**config.mk**
```make
export PLATFORM = sky130hd
export DESIGN_NAME = grid_mem_arbiter
export DESIGN_NICKNAME = d
export VERILOG_FILES = /design/src/rtl/grid_mem_arbiter.sv
export SDC_FILE = /design/constraint.sdc
export NUM_CORES = 1
export LEC_CHECK = 0
export CAP_MARGIN = 25
export CORE_MARGIN = 2
export CORE_UTILIZATION = 30
export CTS_CLUSTER_DIAMETER = 80
export DETAILED_ROUTE_END_ITERATION = 10
export GPL_ROUTABILITY_DRIVEN = 1
export PLACE_DENSITY_LB_ADDON = 0.15
export SYNTH_ARGS = -nofsm -noshare
export SYNTH_HDL_FRONTEND = slang
export SYNTH_SLANG_ARGS = --single-unit
export TNS_END_PERCENT = 5
```
**constraint.sdc**
```tcl
create_clock -name board_clk -period 1.51 [get_ports board_clk]
set_clock_uncertainty 0.15 [all_clocks]
set_input_delay 0.2265 -clock board_clk [delete_from_list [all_inputs] [get_ports board_clk]]
set_output_delay 0.2265 -clock board_clk [all_outputs]
set_load 0.05 [all_outputs]
```
**src/rtl/grid_mem_arbiter.sv**
```systemverilog
// Arbitrates one single-port grid RAM between VGA pixel fetch (priority) and the game engine.
// Optional whole-grid clear sweep is built when GRID_CLEAR_EN is defined.
module grid_mem_arbiter #(
  parameter int GRID_W_LOG = 4,
  parameter int GRID_H_LOG = 4,
  parameter int DATA_W     = 2,
  parameter int STARVE_MAX = 8,
  localparam int ADDR_W    = GRID_W_LOG + GRID_H_LOG
) (
  input  logic              board_clk,
  input  logic              reset,
  input  logic              vga_req,
  input  logic [ADDR_W-1:0] vga_addr,
  output logic [DATA_W-1:0] vga_rdata,
  output logic              vga_rvalid,
  output logic              vga_drop,
  input  logic              game_req,
  input  logic              game_we,
  input  logic [ADDR_W-1:0] game_addr,
  input  logic [DATA_W-1:0] game_wdata,
  output logic              game_ack,
  output logic [DATA_W-1:0] game_rdata,
  input  logic              clr_start,
  output logic              clr_busy,
  output logic              mem_en,
  output logic              mem_we,
  output logic [ADDR_W-1:0] mem_addr,
  output logic [DATA_W-1:0] mem_wdata,
  input  logic [DATA_W-1:0] mem_rdata
);

  localparam int SW = $clog2(STARVE_MAX + 1);

`ifdef GRID_CLEAR_EN
  typedef enum logic [1:0] {IDLE, GAME_PEND, CLEAR} state_t;
`else
  typedef enum logic [1:0] {IDLE, GAME_PEND} state_t;
`endif

  typedef enum logic [1:0] {TAG_VGA, TAG_GRD, TAG_GWR, TAG_CLR} tag_t;

  state_t            state, state_nxt;
  logic [SW-1:0]     starve_cnt, starve_nxt;
  logic [ADDR_W-1:0] clr_ptr, clr_ptr_nxt;
  logic              game_grant, clr_slot, drop_nxt;
  logic              slot_en, slot_we;
  logic [ADDR_W-1:0] slot_addr;
  logic [DATA_W-1:0] slot_wdata;
  tag_t              slot_tag;
  logic              vld_p1, vld_p2;
  tag_t              tag_p1, tag_p2;

  function automatic logic [SW-1:0] sat_inc(input logic [SW-1:0] v);
    return (v == SW'(STARVE_MAX)) ? v : v + 1'b1;
  endfunction

`ifndef GRID_CLEAR_EN
  logic unused_clr_start;
  assign unused_clr_start = clr_start;
`endif

  always_comb begin
    state_nxt   = state;
    starve_nxt  = starve_cnt;
    clr_ptr_nxt = clr_ptr;
    game_grant  = 1'b0;
    clr_slot    = 1'b0;
    case (state)
      IDLE: begin
        // Starved game request wins the slot even against a pending VGA fetch.
        if (game_req && (!vga_req || starve_cnt == SW'(STARVE_MAX))) begin
          game_grant = 1'b1;
          state_nxt  = GAME_PEND;
          starve_nxt = '0;
        end else begin
          if (game_req) starve_nxt = sat_inc(starve_cnt);
`ifdef GRID_CLEAR_EN
          if (clr_start) state_nxt = CLEAR;
`endif
        end
      end
      GAME_PEND: begin
        if (game_ack) state_nxt = IDLE;
      end
`ifdef GRID_CLEAR_EN
      CLEAR: begin
        if (!vga_req) begin
          clr_slot    = 1'b1;
          clr_ptr_nxt = clr_ptr + 1'b1;
          if (clr_ptr == '1) state_nxt = IDLE;
        end
      end
`endif
      default: state_nxt = IDLE;
    endcase
  end

  always_comb begin
    slot_en    = 1'b0;
    slot_we    = 1'b0;
    slot_addr  = '0;
    slot_wdata = '0;
    slot_tag   = TAG_VGA;
    drop_nxt   = game_grant && vga_req;
    if (game_grant) begin
      slot_en    = 1'b1;
      slot_we    = game_we;
      slot_addr  = game_addr;
      slot_wdata = game_wdata;
      slot_tag   = game_we ? TAG_GWR : TAG_GRD;
    end else if (vga_req) begin
      slot_en   = 1'b1;
      slot_addr = vga_addr;
    end else if (clr_slot) begin
      slot_en   = 1'b1;
      slot_we   = 1'b1;
      slot_addr = clr_ptr;
      slot_tag  = TAG_CLR;
    end
  end

`ifdef GRID_CLEAR_EN
  assign clr_busy = (state == CLEAR);
`else
  assign clr_busy = 1'b0;
`endif

  always_ff @(posedge board_clk or posedge reset) begin
    if (reset) begin
      state      <= IDLE;
      starve_cnt <= '0;
      clr_ptr    <= '0;
      mem_en     <= 1'b0;
      mem_we     <= 1'b0;
      mem_addr   <= '0;
      mem_wdata  <= '0;
      vld_p1     <= 1'b0;
      vld_p2     <= 1'b0;
      tag_p1     <= TAG_VGA;
      tag_p2     <= TAG_VGA;
      vga_drop   <= 1'b0;
      vga_rvalid <= 1'b0;
      vga_rdata  <= '0;
      game_ack   <= 1'b0;
      game_rdata <= '0;
    end else begin
      state      <= state_nxt;
      starve_cnt <= starve_nxt;
      clr_ptr    <= clr_ptr_nxt;
      // p1: slot issued on the RAM port
      mem_en     <= slot_en;
      mem_we     <= slot_we;
      mem_addr   <= slot_addr;
      mem_wdata  <= slot_wdata;
      vld_p1     <= slot_en;
      tag_p1     <= slot_tag;
      vga_drop   <= drop_nxt;
      // p2: RAM returns read data; writes complete here
      vld_p2     <= vld_p1;
      tag_p2     <= tag_p1;
      game_ack   <= (vld_p1 && tag_p1 == TAG_GWR) || (vld_p2 && tag_p2 == TAG_GRD);
      // p3: read data routed to its owner
      vga_rvalid <= vld_p2 && tag_p2 == TAG_VGA;
      if (vld_p2 && tag_p2 == TAG_VGA) vga_rdata  <= mem_rdata;
      if (vld_p2 && tag_p2 == TAG_GRD) game_rdata <= mem_rdata;
    end
  end

endmodule
```
# Word level (Yosys, flattened, before mapping)
# Cells that the tools add are included.
# op_classes
addsub	1
n_bitwise	0
n_lt_le_gt_ge	0
multipliers	0
reduce_logical	13
n_div	0
shift	0
n_mux	16
eq_ne	7
# ops
operator	n
$mux 8	2
$mux 4	3
$mux 2	5
$logic_and 1x1->1	5
$mux 1	5
$add 4x1->4 const B	1
$eq 2x1->1 const B	2
$eq 4x4->1 const B	1
$logic_not 2->1	2
$ne 2x2->1 const B	2
$pmux 2 s2	1
$reduce_and 3->1	1
$eq 2x2->1 const B	1
$logic_or 1x1->1	2
$ne 2x1->1 const B	1
$reduce_and 2->1	1
$reduce_bool 2->1	1
$logic_not 1->1	1
# totals
latchBits	0
ram_bits	0
output_inout_bits	20
regBits	30
elab_cells	51
romBits	0
n_memories	0

# Depth between registers and ports, before layout
# Gate-level depths: netlist (run 1).
# logic_depth
depth_word	6
mapped_depth	6

# Least setup slack after synthesis (run 1)
# OpenSTA, ideal clock, no wires.
# synth_path
path_type	register to register
startpoint	register starve_cnt[0]
endpoint	register mem_addr[0]
path_buffers	0
arrival_time_ns	1.229
setup_ns	0.121
slack_ns	0.010
required_time_ns	1.239
path_stages_with_launch	6
path_cell_list	dfrtp_1 -> inv_1 -> ha_1 -> nand3b_4 -> o21a_1 -> a22o_1
# synth_via
elab_chain_len	6
# synth_lines
element	line	rtl
from (decl)	43	logic [SW-1:0] starve_cnt, starve_nxt;
from (signal assigned)	148	starve_cnt <= starve_nxt;
$eq 4x4->1	71	if (game_req && (!vga_req || starve_cnt == SW'(STARVE_MAX))) begin
$logic_or 1x1->1	71	
$logic_and 1x1->1	71	
$mux 1	71	
$mux 1	68	case (state)
$mux 8	105	if (game_grant) begin
named net slot_addr[0]	47	logic [ADDR_W-1:0] slot_addr;
to (signal assigned)	153	mem_addr <= slot_addr;
to (decl)	27	output logic [ADDR_W-1:0] mem_addr,
# The timed path passes the listed nets, and every way through them passes these cells.
# A chain may end at the register's enable or synchronous reset.

# Worst setup path after layout (run 1)
# layout_path
startpoint	register starve_cnt[0]
endpoint	register mem_addr[7]
# The elaborated chain is that of the path after synthesis.

==> reports/qor.yml, run 1 <==
worst_setup_path:
  cp.required_ps: 1590
  worstSetupStartpoint: "starve_cnt[0]$_DFFE_PP0P_"
  worstPathArrival_ps: 1530
  ff2ff_path_depth: 5
  end_kind: "flop"
  r2r-end: "mem_addr[7]$_DFF_PP0_"
  worstPathMaxFanout: 8
  r2r_start: "starve_cnt[0]$_DFFE_PP0P_"
  crit_type: "reg2reg"
  start_kind: "flop"
  reg2reg_slack_ps: 60
global_routing:
  grt_util_all_layers_pct: 12.6
  antenna_found_initial: 0
  grtUsageMet3_pct: 2.60
  busiest_layer: "met2"
  grt_pass1_vias: 846
  use_met2_pct: 21.9
  grt_max_degree: 29
  globalRouteMet1Util_pct: 15.2
  gr-total-overflow: 0
  grt_pass1_wl_um: 3930
sta:
  fin_crit_sh_pct: 96.2
  rsz0062_at_grt: "true"
  setup_ws_ps: 57.1
  fmax_mhz: 688
  finalHoldViolCount: 0
  drv_slew: 0
  setup_violations: 0
  fin_crit_ps: 1450
placed_design:
  gp_congestion: 0.683
  port_buffers: 43
  dp_worst_setup_slack_ps: -184
  dp_hpwl_um: 1840
route:
  vias: 808
  wl_um: 2350
  avgViaCountPerCell: 4.51
  first_pass_iters: 2
  antenna_left: 0
  route.detailed.drc: 0
  drt_iter0_markers: 34
  wl_per_cell_um: 13.1
power:
  total_power_uw: 2860
  pwr-share-seq_pct: 37.0
  switching_share_pct: 34.6
  p_int_uw: 1870
  peakVddDrop_mv: 0.532
  power.net_switching_uw: 989
  comb_power_share_pct: 46.0
  clkPwrFrac_pct: 17.0
  p_leak_uw: 0.000861
  power.density_nw_per_um2: 1510
synthesis:
  ys_async_sr_fraction_pct: 100
  yosys.cell_count.top_type: "dfrtp_1"
  netlist_area_um2: 1100
  synth_seq_area_share_pct: 63.9
  ys_ff_latch: 28
  synth_area_leaders: "dfrtp_1, a22o_1, mux2_2, and2_1, ha_1"
  synthesis.instances: 81
  yosysWarnings: 0
  yosysTopAreaCell: "dfrtp_1"
  synthFlopType: "dfrtp_1"
  synth_nets: 109
  synth_edf_count: 0
  netlist-cell-type-count: 26
  synth_top_cell_area_share_pct: 63.9
  syn_area_per_cell_um2: 13.5
  ys_top_cells_by_count: "dfrtp_1, a22o_1, inv_1, o21ai_0"
layout:
  drive_above_1_share_pct: 32.3
  diodes: 0
  area_delta_synth_final_pct: 72.9
  final_nets: 162
  utilization_pct: 55.5
floorplan:
  die_y_um: 64.5
  ioPinCount: 46
  dieArea_um2: 4160
  row_count: 21
  start_util_pct: 32.1
  die_w_um: 64.5
  core_area_um2: 3420
clocking:
  clock_sinks: 28
  cts_buffers: 3
  clock_latency_ps: 330
  post_cts_buffers: 0
  clkTransAtPathRegs_ps: 160
  tritoncts: "built"
  cts_buffer_depth: 2
  cts-htree-levels: 1
  clock-root-buffer: "clkbuf_4"
hold_path:
  hold_class: "in2async"
outcome:
  status: "completed"
flow_run:
  max_cap_viol_count: 0
-- power groups by stage --
stage,clock network (uW),logic (uW),registers [uW]
2_1_floorplan,0,310,1350
3_3_place_gp,0,1250,1060
3_5_place_dp,0,1280,1070
4_1_cts,506,1320,1060
5_1_grt,535,1400,1080
6_report,487,1320,1060
-- per-stage QoR --
stage / setup TNS [ps] / hold WS [ps] / instances / area, um^2
final: 0 / 92.7 / 179 / 1900
after global routing: -23.0 / 135 / 179 / 1900
after CTS: 0 / 103 / 179 / 1900
after detailed placement: -2230 / 217 / 175 / 1820
after global placement: -1790 / 205 / 175 / 1820
after floorplan: 0 / 142 / 81 / 1100
-- cell usage in the layout, fill, tap and decap left out, types with 2 or more instances in the layout --
master / instances
dfrtp_1: 28
clkdlybuf4s50_1: 24
buf_12: 20
a22o_1: 8
buf_4: 7
o21ai_0: 5
mux2_2: 4
and2_1: 4
nand2_1: 3
inv_1: 3
nand3_1: 3
clkbuf_4: 3
inv_2: 2
and2b_1: 2
nand4_1: 2
-- kinds of logic after synthesis --
family          share of synthesized area, %
buf+inv                                 3.88
fa+ha+maj                               2.28
mux                                     4.10
other cells                            0.342
simple gates                            13.8
compound gates                          11.7
flops                                   63.9
-- registers in the layout (all words and copies together), names as in the netlist --
signal / cells
game_ack: 1
game_rdata: 2
mem_addr: 8
mem_wdata: 2
mem_we: 1
starve_cnt: 4
state: 1
tag_p1: 1
tag_p2: 2
vga_drop: 1
vga_rdata: 2
vga_rvalid: 1
vld_p1: 1
vld_p2: 1
-- what timing repair did --
action / CTS / global route
gates resized for setup: 4 / 2
hold buffers: 0 / 0
endpoints found under the setup margin: 8 / 9
pin swaps: 0 / 1
-- metal layers --
layer  part of all wire, %  vias to the layer above  wire (um)
met3                   5.0                        4        118
met2                    54                       25       1270
li1                      -                      383          -
met5                     0                        -          0
met4                   1.3                        0         31
met1                    39                      396        926
-- worst max-delay path by stage --
stage                                  endpoint  slack, ps  cells after the start
after floorplan           mem_addr[0]$_DFF_PP0_         10                      5
after CTS                 mem_addr[7]$_DFF_PP0_         20                      5
final                     mem_addr[7]$_DFF_PP0_         60                      5
after global routing      mem_addr[2]$_DFF_PP0_        -10                      5
after global placement    mem_addr[5]$_DFF_PP0_       -150                      4
after detailed placement  mem_addr[6]$_DFF_PP0_       -180                      4
-- worst max-delay path, cell delays in order (launching register included) --
cell	delay, ps
dfrtp_1	410
inv_2	80
ha_4	150
nand3b_4	90
o21a_4	240
a22o_1	230
-- cell type report --
type	count	area [um^2]
Clock buffer	3	22.5
Clock inverter	1	30.0
Fill cell	293	1520
Inverter	5	18.8
Multi-Input combinational cell	45	374
Sequential cell	28	701
Tap cell	46	57.6
Timing Repair Buffer	51	693
No activity file was read; power rests on OpenSTA's default activity.
==> inputs of run 2 (changes only) <==
--- a/config.mk
+++ b/config.mk
@@ -9,6 +9,7 @@
 export CORE_MARGIN = 2
 export CORE_UTILIZATION = 30
 export CTS_CLUSTER_DIAMETER = 80
+export CTS_CLUSTER_SIZE = 30
 export DETAILED_ROUTE_END_ITERATION = 10
 export GPL_ROUTABILITY_DRIVEN = 1
 export PLACE_DENSITY_LB_ADDON = 0.15
==> results of run 2 <==
Same layout as run 1: the final DEF is identical, and so are final timing and power.
